`src/rtl/mdu_iterative.sv`:
```
// Iterative multiply/divide unit with the architectural HI/LO registers.
// Multiply is radix-2 shift-and-add. Divide is radix-2 restoring. Both take
// DATA_WIDTH iteration cycles followed by one sign-fix cycle.
// A busy flag is exported for the hazard unit.
// Optional feature macro: MDU_DIV_EN. When it is undefined, the divider
// datapath is removed and DIV/DIVU are accepted as no-ops.
module mdu_iterative #(
  parameter int DATA_WIDTH = 32,
  parameter int CNT_WIDTH  = 5
) (
  input  logic                  i_clk,
  input  logic                  i_rst_n,
  input  logic                  i_start,
  input  logic [2:0]            i_op,
  input  logic [DATA_WIDTH-1:0] i_src_a,
  input  logic [DATA_WIDTH-1:0] i_src_b,
  input  logic                  i_abort,
  output logic                  o_busy,
  output logic                  o_done,
  output logic [DATA_WIDTH-1:0] o_hi,
  output logic [DATA_WIDTH-1:0] o_lo
);

  localparam logic [2:0] OP_MULT  = 3'd0;
  localparam logic [2:0] OP_MULTU = 3'd1;
  localparam logic [2:0] OP_DIV   = 3'd2;
  localparam logic [2:0] OP_DIVU  = 3'd3;
  localparam logic [2:0] OP_MTHI  = 3'd4;
  localparam logic [2:0] OP_MTLO  = 3'd5;

  localparam logic [DATA_WIDTH-1:0] ZERO_W   = {DATA_WIDTH{1'b0}};
  localparam logic [DATA_WIDTH-1:0] ONES_W   = {DATA_WIDTH{1'b1}};
  localparam logic [CNT_WIDTH-1:0]  CNT_ZERO = {CNT_WIDTH{1'b0}};
  localparam logic [CNT_WIDTH-1:0]  CNT_ONE  = {{(CNT_WIDTH-1){1'b0}}, 1'b1};
  localparam logic [CNT_WIDTH-1:0]  CNT_LAST = CNT_WIDTH'(DATA_WIDTH - 1);

  typedef enum logic [1:0] {
    ST_IDLE = 2'd0,
    ST_CALC = 2'd1,
    ST_FIX  = 2'd2
  } state_t;

  state_t                state;
  logic [CNT_WIDTH-1:0]  cnt;
  logic [DATA_WIDTH-1:0] acc_hi;   // P for multiply, R for divide
  logic [DATA_WIDTH-1:0] acc_lo;   // Q (multiplier / quotient)
  logic [DATA_WIDTH-1:0] opnd;     // multiplicand or divisor magnitude
  logic                  neg_q;    // negate product or quotient in FIX

  logic [DATA_WIDTH:0]   mul_sum;
  logic [DATA_WIDTH-1:0] mul_hi_nx;
  logic [DATA_WIDTH-1:0] mul_lo_nx;
  logic [2*DATA_WIDTH-1:0] prod_raw;
  logic [2*DATA_WIDTH-1:0] prod_fix;
  logic [DATA_WIDTH-1:0] fix_hi;
  logic [DATA_WIDTH-1:0] fix_lo;

`ifdef MDU_DIV_EN
  logic                  is_div;
  logic                  neg_r;    // remainder takes the dividend's sign
  logic                  div_zero;
  logic [DATA_WIDTH:0]   div_shift;
  logic [DATA_WIDTH-1:0] div_trial;
  logic [DATA_WIDTH-1:0] div_hi_nx;
  logic [DATA_WIDTH-1:0] div_lo_nx;
`endif

  // Magnitude of an operand; unsigned ops pass the raw value through.
  function automatic logic [DATA_WIDTH-1:0] abs_val(input logic [DATA_WIDTH-1:0] v,
                                                    input logic is_signed);
    if (is_signed && v[DATA_WIDTH-1]) begin
      abs_val = -v;
    end else begin
      abs_val = v;
    end
  endfunction

  // One shift-and-add multiply step: conditional add with carry, then shift right.
  always_comb begin
    if (acc_lo[0]) begin
      mul_sum = {1'b0, acc_hi} + {1'b0, opnd};
    end else begin
      mul_sum = {1'b0, acc_hi};
    end
    mul_hi_nx = mul_sum[DATA_WIDTH:1];
    mul_lo_nx = {mul_sum[0], acc_lo[DATA_WIDTH-1:1]};
  end

`ifdef MDU_DIV_EN
  // One restoring divide step: shift {R,Q} left, keep R-divisor when it is non-negative.
  always_comb begin
    div_shift = {acc_hi, acc_lo[DATA_WIDTH-1]};
    div_trial = div_shift[DATA_WIDTH-1:0] - opnd;
    div_lo_nx = {acc_lo[DATA_WIDTH-2:0], 1'b0};
    if (div_shift >= {1'b0, opnd}) begin
      div_hi_nx    = div_trial;
      div_lo_nx[0] = 1'b1;
    end else begin
      div_hi_nx    = div_shift[DATA_WIDTH-1:0];
      div_lo_nx[0] = 1'b0;
    end
  end
`endif

  // Sign correction of the finished result and HI/LO selection for the FIX write.
  always_comb begin
    prod_raw = {acc_hi, acc_lo};
    if (neg_q) begin
      prod_fix = -prod_raw;
    end else begin
      prod_fix = prod_raw;
    end
    fix_hi = prod_fix[2*DATA_WIDTH-1:DATA_WIDTH];
    fix_lo = prod_fix[DATA_WIDTH-1:0];
`ifdef MDU_DIV_EN
    if (is_div) begin
      // Quotient magnitude is all ones for a zero divisor; force it so the
      // sign fix cannot disturb it. The remainder already equals the dividend.
      if (div_zero) begin
        fix_lo = ONES_W;
      end else if (neg_q) begin
        fix_lo = -acc_lo;
      end else begin
        fix_lo = acc_lo;
      end
      if (neg_r) begin
        fix_hi = -acc_hi;
      end else begin
        fix_hi = acc_hi;
      end
    end else begin
      fix_hi = prod_fix[2*DATA_WIDTH-1:DATA_WIDTH];
      fix_lo = prod_fix[DATA_WIDTH-1:0];
    end
`endif
  end

  // Control FSM, iteration datapath and registered HI/LO/busy/done outputs.
  always_ff @(posedge i_clk or negedge i_rst_n) begin
    if (!i_rst_n) begin
      state  <= ST_IDLE;
      cnt    <= CNT_ZERO;
      acc_hi <= ZERO_W;
      acc_lo <= ZERO_W;
      opnd   <= ZERO_W;
      neg_q  <= 1'b0;
`ifdef MDU_DIV_EN
      is_div   <= 1'b0;
      neg_r    <= 1'b0;
      div_zero <= 1'b0;
`endif
      o_busy <= 1'b0;
      o_done <= 1'b0;
      o_hi   <= ZERO_W;
      o_lo   <= ZERO_W;
    end else begin
      o_done <= 1'b0;
      if (i_abort) begin
        state  <= ST_IDLE;
        o_busy <= 1'b0;
        cnt    <= CNT_ZERO;
      end else begin
        case (state)
          ST_IDLE: begin
            if (i_start) begin
              case (i_op)
                OP_MULT, OP_MULTU: begin
                  state  <= ST_CALC;
                  o_busy <= 1'b1;
                  cnt    <= CNT_ZERO;
                  acc_hi <= ZERO_W;
                  acc_lo <= abs_val(i_src_b, i_op == OP_MULT);
                  opnd   <= abs_val(i_src_a, i_op == OP_MULT);
                  neg_q  <= (i_op == OP_MULT) & (i_src_a[DATA_WIDTH-1] ^ i_src_b[DATA_WIDTH-1]);
`ifdef MDU_DIV_EN
                  is_div <= 1'b0;
`endif
                end
`ifdef MDU_DIV_EN
                OP_DIV, OP_DIVU: begin
                  state    <= ST_CALC;
                  o_busy   <= 1'b1;
                  cnt      <= CNT_ZERO;
                  acc_hi   <= ZERO_W;
                  acc_lo   <= abs_val(i_src_a, i_op == OP_DIV);
                  opnd     <= abs_val(i_src_b, i_op == OP_DIV);
                  neg_q    <= (i_op == OP_DIV) & (i_src_a[DATA_WIDTH-1] ^ i_src_b[DATA_WIDTH-1]);
                  neg_r    <= (i_op == OP_DIV) & i_src_a[DATA_WIDTH-1];
                  div_zero <= (i_src_b == ZERO_W);
                  is_div   <= 1'b1;
                end
`endif
                OP_MTHI: o_hi <= i_src_a;
                OP_MTLO: o_lo <= i_src_a;
                default: begin
                end
              endcase
            end else begin
              state <= ST_IDLE;
            end
          end
          ST_CALC: begin
`ifdef MDU_DIV_EN
            if (is_div) begin
              acc_hi <= div_hi_nx;
              acc_lo <= div_lo_nx;
            end else begin
              acc_hi <= mul_hi_nx;
              acc_lo <= mul_lo_nx;
            end
`else
            acc_hi <= mul_hi_nx;
            acc_lo <= mul_lo_nx;
`endif
            if (cnt == CNT_LAST) begin
              state <= ST_FIX;
              cnt   <= CNT_ZERO;
            end else begin
              cnt <= cnt + CNT_ONE;
            end
          end
          ST_FIX: begin
            o_hi   <= fix_hi;
            o_lo   <= fix_lo;
            o_done <= 1'b1;
            o_busy <= 1'b0;
            state  <= ST_IDLE;
          end
          default: begin
            state  <= ST_IDLE;
            o_busy <= 1'b0;
          end
        endcase
      end
    end
  end

endmodule

```
`config.mk`:
```
export PLATFORM = sky130hd
export DESIGN_NAME = mdu_iterative
export DESIGN_NICKNAME = d
export VERILOG_FILES = /design/src/rtl/mdu_iterative.sv
export SDC_FILE = /design/constraint.sdc
export NUM_CORES = 1
export LEC_CHECK = 0
export CORE_MARGIN = 2
export CORE_UTILIZATION = 44
export CTS_BUF_LIST = sky130_fd_sc_hd__clkbuf_16
export DETAILED_ROUTE_END_ITERATION = 16
export PLACE_DENSITY = 0.62
export SLEW_MARGIN = 0
export SYNTH_ARGS = -nofsm -noshare
export SYNTH_HDL_FRONTEND = slang
export SYNTH_SLANG_ARGS = --single-unit
```
`constraint.sdc`:
```
create_clock -name i_clk -period 6.81 [get_ports i_clk]
set_input_delay 1.0215 -clock i_clk [delete_from_list [all_inputs] [get_ports i_clk]]
set_output_delay 1.0215 -clock i_clk [all_outputs]
set_load 0.01 [all_outputs]
```
==> results by group <==
Floorplan
  • Initial Util: 0.4503
  • # IOs: 137
  • Die footprint: 27140 sq um
  • Core Region: 25250 sq um
  • Die height: 164.8 um
  • Standard-cell rows: 58
  • Die W: 164.8 um

STA
  • Final setup violation count: 0
  • Worst-margin pin slew: 1.109 ns
  • Rel. slew slack: 0.2609
  • Min Hold Slack: 0.4862 ns
  • Setup TNS: 0 ns
  • Max frequency: 270.4 MHz
  • Max Transition Viols Final: 0
  • RSZ-0062 raised after global routing: false
  • Worst clock skew: 0.01135 ns
  • Hold Fails Final Rpt: 0
  • Crit share post-route: 0.5431
  • Tmin final: 3.699 ns

Clock tree
  • Clk sinks: 170
  • CTS max path bufs: 2
  • CTS resizes: 0
  • Worst-Skew Late Latency: 0.44 ns
  • CTS root buf: clkbuf_16
  • Cts hold-fix bufs: 0
  • Clk slew on worst S/H paths: 0.07 ns
  • Post-CTS Setup Bufs: 0
  • H-tree depth: 4
  • Inserted Clock Buffers: 17
  • CTS tree: done

Min path
  • WHS Path Cells: 2
  • Hold/Removal Path Class: reg -> reg
  • Hold path startpoint: o_lo[22]
  • Worst hold endpoint: o_lo[22]

Detailed routing
  • Vias per cell: 5.882
  • # DRC: 0
  • Routed wire length: 36650 um
  • Post-route ant nets: 0
  • Via count: 10650
  • Initial DRC count: 910
  • Drt wl/cell: 20.25 um
  • DR pass1 iterations: 5

Global route
  • Vias in the first global route: 9945
  • Initial antenna violation count: 1
  • GRT Residual Overflow: 0
  • Global-route wire length before repair: 56970 um
  • Largest net degree at the start of global routing: 100
  • All-Layer GR Usage: 0.2752

Setup path
  • Crit path arrival time: 4.06 ns
  • R2R depth: 11
  • CP Max Fanout: 7
  • Reg2reg start: acc_hi[0]
  • Critical-path cell list: ha_1 -> inv_1 -> fa_1 -> nor2b_1 -> o2111ai_1 -> a21boi_0 -> a221o_1 -> a21oi_1 -> o21ai_0 -> mux2_2 -> a21oi_1
  • Startpoint Class: register
  • Flop2flop setup slack: 3.11 ns
  • Cell mode on critical path: a21oi_1
  • Slowest CP cell: a21boi_0
  • Worst Setup End Kind: register
  • CP peak stage delay: 0.56 ns
  • R2r endpoint: acc_hi[27]
  • CP Class: reg -> reg
  • Critical Path RT: 7.17 ns

Logic synthesis
  • Post-synth top cells: nand2_1, o21ai_0, dfrtp_1
  • Post-Synthesis Cells: 1380
  • Top post-synthesis cells by area: dfrtp_1, o21ai_0, nand2_1
  • Sequential area share after synthesis: 0.3741
  • Mapped Avg Cell Area: 8.240 sq um
  • Cell variety after synth: 63
  • Post-synth ARST share: 1.000
  • Leading area contributor after synthesis: dfrtp_1
  • Area share of the largest cell type after synthesis: 0.3741
  • Post-synthesis cell area: 11370 sq um
  • Total of warnings raised by yosys: 0
  • Synth Register Bits: 170
  • Post-synth net total: 1489
  • Top_reg_cell synth: dfrtp_1
  • EDFF count, synth: 0
  • Most frequent cell after synthesis: nand2_1

Final layout
  • Diode count: 0
  • Final instance area: 13540 sq um
  • Area grow syn2layout: 19.08%
  • Finished Layout Cells: 1810
  • Fin util: 0.5362
  • Layout cells sized above 1: 0.04595
  • Final net count: 1576

Placement
  • RD Place Congestion: 0.9302
  • Area post-placement: 12960 sq um
  • Post-DP HPWL: 27510 um
  • I/O Buffers: 136
  • Placed instance count: 1778

Run status
  • Outcome: finished, final reports clean

Pwr
  • LEAKAGE: 5.522 nW
  • Peak VDD IR: 0.1940 mV
  • PD cells: 394.5 nW/um^2

Flow run
  • Max_cap viols: 0
-- how the worst max path moves through the flow --
stage | startpoint | to | slack (ns) | depth (start not counted)
after CTS | i_src_b[8] | acc_lo[30] | 3.17 | 9
after floorplan | i_src_b[10] | acc_lo[28] | 3.58 | 9
after detailed placement | i_src_b[8] | acc_lo[30] | 2.72 | 9
final | acc_hi[0] | acc_hi[27] | 3.11 | 11
after global placement | i_src_b[8] | acc_lo[30] | 2.76 | 9
after global routing | i_src_b[8] | acc_lo[28] | 2.79 | 9
-- layer usage --
metal / track usage / wire, um / part of all wire / vias to the layer above
met2: 0.4439 / 17030 / 0.46 / 385
met1: 0.3717 / 16330 / 0.45 / 5066
met3: 0.04169 / 1871 / 0.051 / 79
met5: 0 / 13 / 0.00035 / -
li1: - / - / - / 5114
met4: 0.1111 / 1402 / 0.038 / 2
-- cell type report --
type	instances	area, sq um
Clock buffer	17	425.4
Clock inverter	15	158.9
Fill cell	2436	11710
Inverter	24	90.09
Multi-Input combinational cell	1107	6753
Sequential cell	170	4255
Tap cell	330	412.9
Timing Repair Buffer	147	1445
-- power breakdown --
| part | internal [mW] | total, mW | leakage (nW) | switching (mW) |
|---|---|---|---|---|
| registers | 1.39 | 1.93 | 2.15 | 0.544 |
| logic | 1.07 | 2.42 | 3.08 | 1.35 |
| clock network | 0.521 | 0.996 | 0.289 | 0.475 |
-- cell usage in the layout, fill, tap and decap left out, types with 5 or more instances in the layout --
| cell type | synthesis | routed |
|---|---|---|
| nand3_1 | 17 | 17 |
| o221ai_1 | 13 | 13 |
| o22ai_1 | 6 | 6 |
| xnor2_1 | 64 | 64 |
| a221oi_1 | 6 | 6 |
| inv_8 | 0 | 5 |
| a21o_1 | 11 | 11 |
| nor2_1 | 121 | 119 |
| and3_1 | 6 | 6 |
| or3_1 | 19 | 18 |
| or2_2 | 7 | 7 |
| nor3_1 | 19 | 19 |
| nand4_1 | 10 | 10 |
| dfrtp_1 | 170 | 169 |
| xor2_1 | 79 | 79 |
| a211oi_1 | 5 | 5 |
| o21ai_0 | 176 | 176 |
| and2_1 | 7 | 7 |
| inv_1 | 24 | 25 |
| clkdlybuf4s50_1 | 0 | 135 |
| o21a_1 | 5 | 5 |
| nor4_1 | 5 | 5 |
| a21oi_1 | 113 | 113 |
| nand2b_1 | 9 | 8 |
| buf_4 | 0 | 11 |
| a22oi_1 | 21 | 21 |
| nand2_1 | 196 | 196 |
| nor2b_1 | 8 | 7 |
| mux2i_1 | 14 | 14 |
| ha_1 | 37 | 37 |
| o41ai_1 | 16 | 16 |
| a31oi_1 | 7 | 7 |
| or4_1 | 13 | 13 |
| o31ai_1 | 53 | 53 |
| clkbuf_16 | 0 | 17 |
-- critical path, delay by kind of cell (launching register included) --
kind / cells / cell delay, ns
compound gates: 6 / 1.85
fa+ha+maj: 2 / 0.60
buf+inv: 1 / 0.06
flops: 1 / 0.49
mux: 1 / 0.40
simple gates: 1 / 0.22
-- registers in the layout, summed over array words and instances, names as in the netlist --
register / cells
cnt: 5
acc_hi: 32
acc_lo: 32
neg_q: 1
o_done: 1
o_busy: 1
o_hi: 32
state: 2
opnd: 32
o_lo: 32
-- kinds of logic (layout without fill, tap and decap cells) --
logic type / Yosys count / count (layout) / synth area share
AO/OA/AOI/OAI: 458 / 458 / 0.2443
XOR/XNOR: 143 / 143 / 0.1101
adder cells (fa/ha/maj): 38 / 38 / 0.04247
buffers and inverters: 103 / 203 / 0.03477
flip-flops: 170 / 170 / 0.3741
multiplexers: 15 / 15 / 0.01331
AND/OR/NAND/NOR: 453 / 453 / 0.1809
-- through the flow --
step                power, mW  setup slack [ns]
floorplan               3.375             3.575
detailed placement      4.317             2.722
global placement        4.279             2.761
CTS                     5.329             3.175
global route            5.707             2.795
finish                  5.342             3.111
No activity file was read; power rests on OpenSTA's default activity.
